===== src/rtl/seg7_scan_ctrl.sv =====
// Four-digit multiplexed 7-segment scanner with a frame-synchronous shadow register.
// Define SEG7_SCAN_LZB_EN to blank leading zero digits (digits 3..1).
module seg7_scan_ctrl #(
  parameter int unsigned REFRESH_DIV  = 50000,
  parameter int unsigned BLANK_CYCLES = 500
) (
  input  logic        clk,
  input  logic        clr,
  input  logic        load,
  input  logic [15:0] din,
  input  logic [3:0]  dp_in,
  output logic        ready,
  output logic [6:0]  a_to_g,
  output logic [3:0]  an,
  output logic        dp,
  output logic        err
);

  localparam int unsigned PW = (REFRESH_DIV > 2) ? $clog2(REFRESH_DIV) : 1;
  localparam logic [PW-1:0] PRESC_LAST = PW'(REFRESH_DIV - 1);
  localparam logic [PW-1:0] BLANK_LIM  = PW'(BLANK_CYCLES);

  logic [PW-1:0] presc_q, presc_d;
  logic [1:0]    idx_q, idx_d;
  logic [15:0]   disp_q, disp_d, shadow_q, shadow_d;
  logic [3:0]    disp_dp_q, disp_dp_d, shadow_dp_q, shadow_dp_d;
  logic          pending_q, pending_d;
  logic [3:0]    an_q, an_d;
  logic [6:0]    seg_q, seg_d;
  logic          dp_q, dp_d;
  logic          err_q, err_d;

  logic          tick, frame, accept, active, dp_bit;
  logic [3:0]    digit;

  assign tick   = (presc_q == PRESC_LAST);
  assign frame  = tick && (idx_q == 2'd3);
  assign accept = load && !pending_q;

  always_comb begin
    digit  = disp_q[3:0];
    dp_bit = disp_dp_q[0];
    case (idx_q)
      2'd1:    begin digit = disp_q[7:4];   dp_bit = disp_dp_q[1]; end
      2'd2:    begin digit = disp_q[11:8];  dp_bit = disp_dp_q[2]; end
      2'd3:    begin digit = disp_q[15:12]; dp_bit = disp_dp_q[3]; end
      default: ;
    endcase
  end

  always_comb begin
    active = (presc_q >= BLANK_LIM);
`ifdef SEG7_SCAN_LZB_EN
    case (idx_q)
      2'd3:    if (disp_q[15:12] == '0) active = 1'b0;
      2'd2:    if (disp_q[15:8]  == '0) active = 1'b0;
      2'd1:    if (disp_q[15:4]  == '0) active = 1'b0;
      default: ;
    endcase
`endif
  end

  always_comb begin
    case (digit)
      4'd0:    seg_d = 7'b0000001;
      4'd1:    seg_d = 7'b1001111;
      4'd2:    seg_d = 7'b0010010;
      4'd3:    seg_d = 7'b0000110;
      4'd4:    seg_d = 7'b1001100;
      4'd5:    seg_d = 7'b0100100;
      4'd6:    seg_d = 7'b0100000;
      4'd7:    seg_d = 7'b0001111;
      4'd8:    seg_d = 7'b0000000;
      4'd9:    seg_d = 7'b0000100;
      default: seg_d = 7'b1111111;
    endcase
    an_d  = active ? ~(4'b0001 << idx_q) : 4'b1111;
    dp_d  = active ? ~dp_bit : 1'b1;
    err_d = err_q | (active && (digit > 4'd9));
  end

  // Display swap uses the pending flag from before this edge, so a load
  // accepted on a frame-boundary tick waits for the following boundary.
  always_comb begin
    presc_d     = tick ? '0 : presc_q + 1'b1;
    idx_d       = tick ? idx_q + 2'd1 : idx_q;
    disp_d      = disp_q;
    disp_dp_d   = disp_dp_q;
    shadow_d    = shadow_q;
    shadow_dp_d = shadow_dp_q;
    pending_d   = pending_q;
    if (frame && pending_q) begin
      disp_d    = shadow_q;
      disp_dp_d = shadow_dp_q;
      pending_d = 1'b0;
    end
    if (accept) begin
      shadow_d    = din;
      shadow_dp_d = dp_in;
      pending_d   = 1'b1;
    end
  end

  always_ff @(posedge clk or posedge clr) begin
    if (clr) begin
      presc_q     <= '0;
      idx_q       <= '0;
      disp_q      <= '0;
      disp_dp_q   <= '0;
      shadow_q    <= '0;
      shadow_dp_q <= '0;
      pending_q   <= 1'b0;
      an_q        <= '1;
      seg_q       <= '1;
      dp_q        <= 1'b1;
      err_q       <= 1'b0;
    end else begin
      presc_q     <= presc_d;
      idx_q       <= idx_d;
      disp_q      <= disp_d;
      disp_dp_q   <= disp_dp_d;
      shadow_q    <= shadow_d;
      shadow_dp_q <= shadow_dp_d;
      pending_q   <= pending_d;
      an_q        <= an_d;
      seg_q       <= seg_d;
      dp_q        <= dp_d;
      err_q       <= err_d;
    end
  end

  assign ready  = !pending_q;
  assign a_to_g = seg_q;
  assign an     = an_q;
  assign dp     = dp_q;
  assign err    = err_q;

endmodule


===== config.mk =====
export PLATFORM = sky130hd
export DESIGN_NAME = seg7_scan_ctrl
export DESIGN_NICKNAME = d
export VERILOG_FILES = /design/src/rtl/seg7_scan_ctrl.sv
export SDC_FILE = /design/constraint.sdc
export NUM_CORES = 1
export LEC_CHECK = 0
export CAP_MARGIN = 20
export CORE_MARGIN = 2
export CORE_UTILIZATION = 40
export DETAILED_ROUTE_END_ITERATION = 8
export PLACE_DENSITY = 0.75
export REMOVE_ABC_BUFFERS = 1
export SLEW_MARGIN = 20
export SYNTH_ARGS = -nofsm -noshare
export SYNTH_HDL_FRONTEND = slang
export SYNTH_SLANG_ARGS = --single-unit

===== constraint.sdc =====
create_clock -name clk -period 2.36 [get_ports clk]
set_input_delay 0.708 -clock clk [delete_from_list [all_inputs] [get_ports clk]]
set_output_delay 0.708 -clock clk [all_outputs]
set_load 0.02 [all_outputs]

==> results of run 1 <==
flip-flops by register name, summed over array words and instances (netlist names):
signal	count
disp_q	16
presc_q	16
shadow_q	16
a_to_g	7
an	4
disp_dp_q	4
shadow_dp_q	4
idx_q	2
dp	1
err	1
pending_q	1
placed cells by master (no fill, tap or decap), types with 2 or more instances in the layout:
cell             count
buf_4                6
inv_1               14
nor4_1               4
clkbuf_8            11
nand3_1              4
nor2_1              11
nor2b_1              3
a2bb2oi_1            2
dfstp_2             12
o21ai_0              6
nand4_1              4
or3_1                2
clkinv_4             2
nand2_1             12
ha_1                13
xnor2_1              7
nor3_1               5
mux2i_2              2
mux2i_1              4
a222oi_1             5
buf_12               2
dfrtp_1             60
a21oi_1              5
mux2_1              19
xor2_1               7
clkdlybuf4s50_1     36
mux2_2              22
logic make-up after synthesis:
logic type / count (synthesis)
XOR/XNOR: 14
flip-flops: 72
AO/OA/AOI/OAI: 22
AND/OR/NAND/NOR: 52
buffers and inverters: 23
adder cells (fa/ha/maj): 13
multiplexers: 47
area by class of cell:
type	count	area, sq um	area share (%)
flip-flops and latches	72	1817	46.46
multi-input cells	148	1256	32.13
repair buffers	44	445.4	11.39
clock buffers	12	155.1	3.968
well taps	102	127.6	3.264
inverters	15	56.30	1.440
clock inverters	4	52.55	1.344
critical path, delay by kind of cell, from the launching register on:
family | cells | cell delay [ps]
flops | 1 | 410
simple gates | 3 | 1290
mux | 1 | 360
power breakdown:
part	leakage, nW	switching (W)	internal (W)	total (W)
clock network	0.107	0.000432	0.000548	0.000980
logic	0.743	0.0000360	0.0000638	0.0000999
registers	0.912	0.0000222	0.00127	0.00130
total	1.76	0.000490	0.00189	0.00238
synthesized netlist by cell type, types with 2 or more instances:
| library cell | n | area share, % |
|---|---|---|
| nor2_1 | 11 | 1.3 |
| or3_1 | 2 | 0.39 |
| nand3_1 | 4 | 0.63 |
| a21oi_1 | 5 | 0.79 |
| ha_1 | 13 | 5.1 |
| a222oi_1 | 5 | 1.6 |
| nor2b_1 | 3 | 0.59 |
| mux2_1 | 19 | 6.7 |
| nor3_1 | 5 | 0.79 |
| dfstp_2 | 12 | 9.9 |
| dfrtp_1 | 60 | 47 |
| clkbuf_1 | 5 | 0.59 |
| a2bb2oi_1 | 2 | 0.55 |
| mux2i_1 | 6 | 1.9 |
| xnor2_1 | 7 | 1.9 |
| inv_1 | 15 | 1.8 |
| nand4_1 | 4 | 0.79 |
| mux2_2 | 22 | 7.8 |
| o21ai_0 | 6 | 0.95 |
| xor2_1 | 7 | 1.9 |
| nand2_1 | 12 | 1.4 |
| nor4_1 | 4 | 0.79 |
layer usage:
| layer | track usage, % | vias to the layer above | part of all wire [%] |
|---|---|---|---|
| met2 | 19.57 | 49 | 47 |
| met5 | 0 | - | 0 |
| met1 | 18.30 | 958 | 48 |
| met4 | 5.147 | 0 | 1.1 |
| met3 | 3.868 | 5 | 4.4 |
| li1 | - | 944 | - |
per-stage QoR:
stage / instance area (sq um) / util (%)
2_1_floorplan: 3122 / -
6_report: 3910 / 50.60
4_1_cts: 3880 / 50.21
3_3_place_gp: 3672 / 47.52
5_1_grt: 3910 / 50.60
3_5_place_dp: 3672 / 47.52
worst min-delay path by stage:
stage | depth (start not counted) | slack [ps] | from | to
2_1_floorplan | 1 | 460 | disp_q[4]$_DFFE_PP0P_ | disp_q[4]$_DFFE_PP0P_
3_3_place_gp | 1 | 470 | disp_q[0]$_DFFE_PP0P_ | disp_q[0]$_DFFE_PP0P_
3_5_place_dp | 1 | 470 | err$_DFF_PP0_ | err$_DFF_PP0_
4_1_cts | 1 | 490 | err$_DFF_PP0_ | err$_DFF_PP0_
5_1_grt | 1 | 500 | err$_DFF_PP0_ | err$_DFF_PP0_
6_report | 1 | 490 | disp_q[3]$_DFFE_PP0P_ | disp_q[3]$_DFFE_PP0P_
repair_timing:
action | 4_1_cts | 5_1_grt
setup buffers | 0 | 3
gates resized for setup | 0 | 1
hold endpoints to repair | 0 | 0
endpoints found under the setup margin | 0 | 5
==> reports/results.txt, run 1 <==
status -> complete, no violations
PD cells -> 607.9 nW/um^2
share of cells above drive strength 1 -> 22.03%
First-pass DRT Iterations -> 5
synth unique cells -> 36
Post-synth EDFFs -> 0
CTS Hold Bufs -> 0
Syn Area/Cell -> 13.07 sq um
worst r2r dst -> disp_q[9]$_DFFE_PP0P_
Clock Path Buffers -> 2
R2R Setup Slk -> 180 ps
Lkg Pwr -> 1.761 nW
Synth Area in Simple Gates -> 9.102%
routed via count -> 1956
Achievable Freq -> 0.4590 GHz
RSZ-0062 raised after global routing -> no
clock sinks -> 72
first-pass GRT wire length -> 8.907 mm
total gr overflow -> 0
Slew @ Worst Pin -> 670.9 ps
Slew Viols, Final -> 0
n_diodes -> 0
Root Buffer -> clkbuf_8
area delta synth->final -> 23.13%
Adder-Cell Fraction of Synth Area -> 5.122%
DR iter-0 viols -> 83
pre-CTS setup slack -> 80.30 ps
post-synthesis compound-gate area fraction -> 4.807%
Final period util -> 92.31%
crit path time final -> 2179 ps
Final Skew -> 6.446 ps
DR WL/cell -> 13.16 um
FF-to-FF Start -> presc_q[11]$_DFF_PP0_
Worst-path clk slew -> 70 ps
Critical Path Start -> presc_q[11]$_DFF_PP0_
fillers -> 665
Final Power -> 0.002377 W
setup tns final -> 0 ps
post-synthesis xor/xnor area fraction -> 3.861%
Crit path arrival time -> 2400 ps
full die area -> 8668 sq um
num rows -> 32
Post-Syn Instances -> 243
boundary pin count -> 37
largest stage delay on the critical path -> 560 ps
largest family of logic cells by synthesized area -> multiplexers
Max-Cap Viols -> 0
Synth Register Bits -> 72
reg2reg path depth -> 4
global placement routability congestion -> 0.8587
I/O Buffers -> 36
initial core utilization -> 41.09%
overall routing resource usage -> 13.18%
CORE AREA -> 7727 sq um
antenna viol nets, final -> 0
critical path class -> flip-flop to flip-flop
final worst slack -> 181.4 ps
Net count, final -> 326
Crit Path Max Fanout -> 21
Layout Cells excl Fill -> 397
Worst VDD drop -> 394.4 uV
Slew HR -> 54.39%
largest net degree at the start of global routing -> 73
clk_lat worst skew -> 340 ps
CP Launch Type -> flip-flop
# H-tree levels -> 3
initial antenna violation count -> 0
crit-path cells -> or4_4, nor4_4, and3_4, mux2_1
Post-DP HPWL -> 3.604 mm
Final Hold Slack -> 486.6 ps
CTS tree -> done
Num CTS Buffers -> 9
worst hold path type -> flip-flop to flip-flop
crit path to -> disp_q[9]$_DFFE_PP0P_
drc violations -> 0
post-synthesis mux area share -> 16.43%
slowest CP cell -> or4_4
DIE WIDTH -> 93.10 um
cell area after synthesis -> 3176 sq um
Vias/cell -> 4.927
Warnings, synthesis -> 0
ys flop type -> dfrtp_1
Placed Instances -> 378
number of global-route vias before repair -> 1901
DRT Wirelength -> 5.225 mm
Setup violations, final -> 0
WP data required -> 2580 ps
Async S/R FF share, synth -> 100.0%
Hold Fails Final Rpt -> 0
sequential fraction of the synthesis area -> 57.21%
Die H -> 93.10 um
Worst setup EP type -> flip-flop
Note: power is estimated with default switching activity, not from simulation.
==> run 2: changes to the inputs <==
Settings changed: CTS_BUF_LIST set to sky130_fd_sc_hd__clkbuf_4 sky130_fd_sc_hd__clkbuf_8, GPL_ROUTABILITY_DRIVEN set to 0.
==> run 2 against run 1 <==
Net effect: via count unchanged; first-iteration DRC count unchanged; cell count unchanged; core utilization about the same; critical path depth unchanged; sequential share of layout area about the same; sequential power barely moved; clock skew barely moved; critical path type unchanged; critical endpoint is now disp_q[4]$_DFFE_PP0P_; largest cell class unchanged.
==> reports/results.txt, run 2 (synthesized netlist as in run 1, its figures left out) <==
n_diodes -> 0
DR iter-0 viols -> 83
PD cells -> 610.3 nW/um^2
setup tns final -> 0 ps
DIE WIDTH -> 93.10 um
WP data required -> 2580 ps
CTS tree -> done
finished layout cell area -> 3914 sq um
RSZ-0062 raised after global routing -> no
crit-path cells -> or4_4, nor4_4, and3_4, mux2_1
largest net degree at the start of global routing -> 73
critical path class -> flip-flop to flip-flop
Net Sw Frac -> 20.54%
final worst slack -> 181.5 ps
Lkg Pwr -> 1.765 nW
CORE AREA -> 7727 sq um
Slew HR -> 54.39%
DRT Wirelength -> 5.226 mm
Top Registers -> disp_q: 16 flops, presc_q: 16 flops, shadow_q: 16 flops
crit path time final -> 2178 ps
Net count, final -> 326
Worst-path clk slew -> 70 ps
Root Buffer -> clkbuf_8
CP Launch Type -> flip-flop
Setup violations, final -> 0
clk_lat worst skew -> 340 ps
Crit Path Max Fanout -> 21
number of global-route vias before repair -> 1901
slowest CP cell -> or4_4
first-pass GRT wire length -> 8.907 mm
DR WL/cell -> 13.16 um
I/O Buffers -> 36
Achievable Freq -> 0.4590 GHz
Flop pwr share -> 54.3%
Die H -> 93.10 um
Final Power -> 0.002388 W
Hold Fails Final Rpt -> 0
highest-count cells in the layout ignoring fill and taps -> 60 x dfrtp_1, 36 x clkdlybuf4s50_1, 22 x mux2_2
area post-placement -> 3672 sq um
Final period util -> 92.31%
# H-tree levels -> 3
Slew @ Worst Pin -> 670.9 ps
num rows -> 32
boundary pin count -> 37
initial core utilization -> 41.09%
Clock Power Share -> 41.5%
routed via count -> 1956
antenna viol nets, final -> 0
worst hold path type -> flip-flop to flip-flop
First-pass DRT Iterations -> 5
fillers -> 664
Worst setup EP type -> flip-flop
total gr overflow -> 0
share of cells above drive strength 1 -> 22.37%
Slew Viols, Final -> 0
Worst VDD drop -> 394.4 uV
Clock Path Buffers -> 2
drc violations -> 0
cell-internal power -> 0.001898 W
pre-CTS setup slack -> 80.30 ps
Num CTS Buffers -> 9
full die area -> 8668 sq um
combinational power share -> 4.2%
Crit path arrival time -> 2400 ps
status -> complete, no violations
overall routing resource usage -> 13.18%
commonest non-fill, non-tap cell in the layout -> dfrtp_1
largest stage delay on the critical path -> 560 ps
area delta synth->final -> 23.25%
initial antenna violation count -> 0
clock sinks -> 72
Final Skew -> 6.577 ps
Vias/cell -> 4.927
Post-DP HPWL -> 3.604 mm
switching pwr -> 0.0004906 W
Max-Cap Viols -> 0
run 2: critical path: cells and delay by family, from the launching register on:
kind          cells  cell delay (ps)
mux               1              360
flops             1              410
simple gates      3             1290
run 2: power by group through the flow:
| stage | sequential, W | combinational, W | clock, W |
|---|---|---|---|
| after floorplan | 0.00131 | 0.0000528 | 0 |
| final | 0.00130 | 0.0000999 | 0.000992 |
| after CTS | 0.00130 | 0.000103 | 0.00102 |
| after detailed placement | 0.00132 | 0.000103 | 0 |
| after global routing | 0.00130 | 0.000113 | 0.00108 |
| after global placement | 0.00132 | 0.000101 | 0 |
run 2: worst paths after layout:
path                                       startpoint                     to  slack, ps  depth (start not counted)
worst min register to register  disp_q[3]$_DFFE_PP0P_  disp_q[3]$_DFFE_PP0P_        490                          1
worst min-delay path            disp_q[3]$_DFFE_PP0P_  disp_q[3]$_DFFE_PP0P_        490                          1
worst max register to register  presc_q[11]$_DFF_PP0_  disp_q[4]$_DFFE_PP0P_        180                          4
max in group asynchronous                         clr           dp$_DFF_PP1_       1260                          3
worst max-delay path            presc_q[11]$_DFF_PP0_  disp_q[4]$_DFFE_PP0P_        180                          4
min in group asynchronous                         clr          err$_DFF_PP0_        770                          3
run 2: what timing repair did:
| item | in CTS | in global routing |
|---|---|---|
| endpoints found under the setup margin | 0 | 5 |
| hold buffers | 0 | 0 |
| resized for setup | 0 | 1 |
| buffers inserted | 0 | 3 |
run 2: metrics by stage:
step | std cells | hold slack [ps] | util [%]
after floorplan | 235 | 457.0 | -
after global placement | 378 | 468.0 | 47.52
after detailed placement | 378 | 473.4 | 47.52
after CTS | 394 | 489.3 | 50.26
after global routing | 397 | 496.6 | 50.65
final | 397 | 486.7 | 50.65
run 2: metal layers:
layer / wire length (um) / track usage [%] / part of all wire (%) / vias to the layer above
met5: 0 / 0 / 0 / -
met4: 56 / 5.147 / 1.1 / 0
met3: 230 / 3.868 / 4.4 / 5
met2: 2439 / 19.57 / 47 / 49
met1: 2500 / 18.30 / 48 / 958
li1: - / - / - / 944
run 2: final cells by class:
cell class,count,area [sq um],area share (%)
timing repair buffer,44,445.4,11.38
sequential,72,1817,46.42
tap,102,127.6,3.261
inverter,15,56.30,1.439
multi-input combinational,148,1256,32.10
clock buffer,12,158.9,4.060
clock inverter,4,52.55,1.343
==> run 3: changes to the inputs <==
Settings changed: REMOVE_ABC_BUFFERS 1 to unset.
==> run 3 against run 2 <==
Net effect: non-clock buffer count increased by 3; total power rose by 3.3%; global-route usage increased by 1.0 points; worst hold slack better by 2.0 ps; first-iteration DRC count increased by 28%; highest routed layer unchanged; worst setup slack worse by 2.9 ps; sequential share of layout area fell by 0.31 points; core utilization up 0.34 points; wire length up 6.9%; combinational power is essentially flat.
==> reports/results.txt, run 3 (synthesized netlist as in run 1, its figures left out) <==
status -> complete, no violations
DIE WIDTH -> 93.10 um
Setup violations, final -> 0
total gr overflow -> 0
CP delay by family, top -> multiplexers
Final Skew -> 7.702 ps
Net Sw Frac -> 21.58%
CP Launch Type -> flip-flop
CTS tree -> done
switching pwr -> 0.0005323 W
largest net degree at the start of global routing -> 73
crit path time final -> 2181 ps
Clock Power Share -> 43.3%
Achievable Freq -> 0.4584 GHz
DR iter-0 viols -> 106
boundary pin count -> 37
drc violations -> 0
Hold Fails Final Rpt -> 0
full die area -> 8668 sq um
multi-input logic area -> 1249 sq um
area delta synth->final -> 24.07%
I/O Buffers -> 36
slowest CP cell -> mux2i_1
postcts setup bufs -> 0
register area -> 1817 sq um
Net count, final -> 329
Slew @ Worst Pin -> 603.0 ps
DR WL/cell -> 13.96 um
Synthesized Nets -> 279
DRT Wirelength -> 5.584 mm
# H-tree levels -> 3
cell-internal power -> 0.001934 W
num rows -> 32
Crit path arrival time -> 2440 ps
largest stage delay on the critical path -> 580 ps
PD cells -> 626.0 nW/um^2
Resize count post-CTS -> 0
critical path class -> flip-flop to flip-flop
Vias/cell -> 4.960
RSZ-0062 raised after global routing -> no
Root Buffer -> clkbuf_8
Crit Path Max Fanout -> 7
CORE AREA -> 7727 sq um
antenna viol nets, final -> 0
number of global-route vias before repair -> 1999
Crit path buffers/inverters -> 2
Clock Path Buffers -> 2
first-pass GRT wire length -> 9.591 mm
CTS Hold Bufs -> 0
Slew Viols, Final -> 0
worst hold path type -> flip-flop to flip-flop
routed via count -> 1984
highest-count cells in the layout ignoring fill and taps -> 60 x dfrtp_1, 36 x clkdlybuf4s50_1, 22 x mux2_2
Slew HR -> 58.65%
fin util -> 50.99%
clock sinks -> 72
setup tns final -> 0 ps
Lkg Pwr -> 1.788 nW
First-pass DRT Iterations -> 5
fillers -> 678
Top Registers -> disp_q: 16 flops, presc_q: 16 flops, shadow_q: 16 flops
n_diodes -> 0
overall routing resource usage -> 14.22%
most frequent CP cell -> mux2i_1
Final period util -> 92.43%
crit-path cells -> inv_1, ha_1, mux2i_1, buf_4, mux2i_1, a2bb2oi_1
Worst setup EP type -> flip-flop
clk_lat worst skew -> 340 ps
WP data required -> 2620 ps
Worst VDD drop -> 437.3 uV
initial antenna violation count -> 0
Num CTS Buffers -> 9
share of cells above drive strength 1 -> 22.48%
Flop pwr share -> 52.6%
initial core utilization -> 41.09%
combinational power share -> 4.1%
Worst-path clk slew -> 80 ps
commonest non-fill, non-tap cell in the layout -> dfrtp_1
Max-Cap Viols -> 0
Die H -> 93.10 um
Post-DP HPWL -> 3.899 mm
run 3: worst paths after layout:
check                                             start                     to  depth (start not counted)  slack [ps]
worst min register to register  shadow_q[3]$_DFFE_PP0P_  disp_q[3]$_DFFE_PP0P_                          1         490
worst max register to register     idx_q[0]$_DFFE_PP0N_    a_to_g[6]$_DFF_PP1_                          6         180
worst min-delay path            shadow_q[3]$_DFFE_PP0P_  disp_q[3]$_DFFE_PP0P_                          1         490
worst max-delay path               idx_q[0]$_DFFE_PP0N_    a_to_g[6]$_DFF_PP1_                          6         180
min in group asynchronous                           clr   presc_q[5]$_DFF_PP0_                          3         800
max in group asynchronous                           clr           dp$_DFF_PP1_                          3        1210
run 3: area by class of cell:
type	instances	share of cell area (%)
clock buffer	9	3.144
tap	102	3.239
timing repair buffer	47	11.88
sequential	72	46.11
clock inverter	7	2.413
inverter	15	1.524
multi-input combinational	148	31.69
run 3: power by group through the flow:
stage,Combinational (W),Clock (W),Sequential [W]
detailed placement,0.000103,0,0.00132
CTS,0.000104,0.00110,0.00130
floorplan,0.0000532,0,0.00131
finish,0.000100,0.00107,0.00130
global placement,0.000100,0,0.00132
global route,0.000112,0.00116,0.00130
run 3: worst reg2reg max path, delay by kind of cell, from the launching register on:
family / cells / cell delay (ps)
buffers and inverters: 2 / 400
adder cells (fa/ha/maj): 1 / 350
flip-flops: 1 / 410
AO/OA/AOI/OAI: 1 / 100
multiplexers: 2 / 840
run 3: routing by layer:
layer  up-vias  GRT usage, %  share of wire (%)
met5         -             0                  0
met4         0         4.779                1.4
met3        10         4.110                5.2
met2        49         21.80                 46
met1       966         19.47                 48
li1        959             -                  -
run 3: metrics by stage:
stage / instances / hold slack (ps) / power (W) / instance area [sq um] / worst slack [ps]
floorplan: 243 / 457.0 / 0.001363 / 3179 / 221.0
global placement: 384 / 467.7 / 0.001418 / 3721 / 218.7
detailed placement: 384 / 476.6 / 0.001424 / 3721 / 176.0
CTS: 400 / 482.4 / 0.002498 / 3940 / 148.5
global route: 400 / 519.4 / 0.002573 / 3940 / 30.25
finish: 400 / 488.6 / 0.002467 / 3940 / 178.6
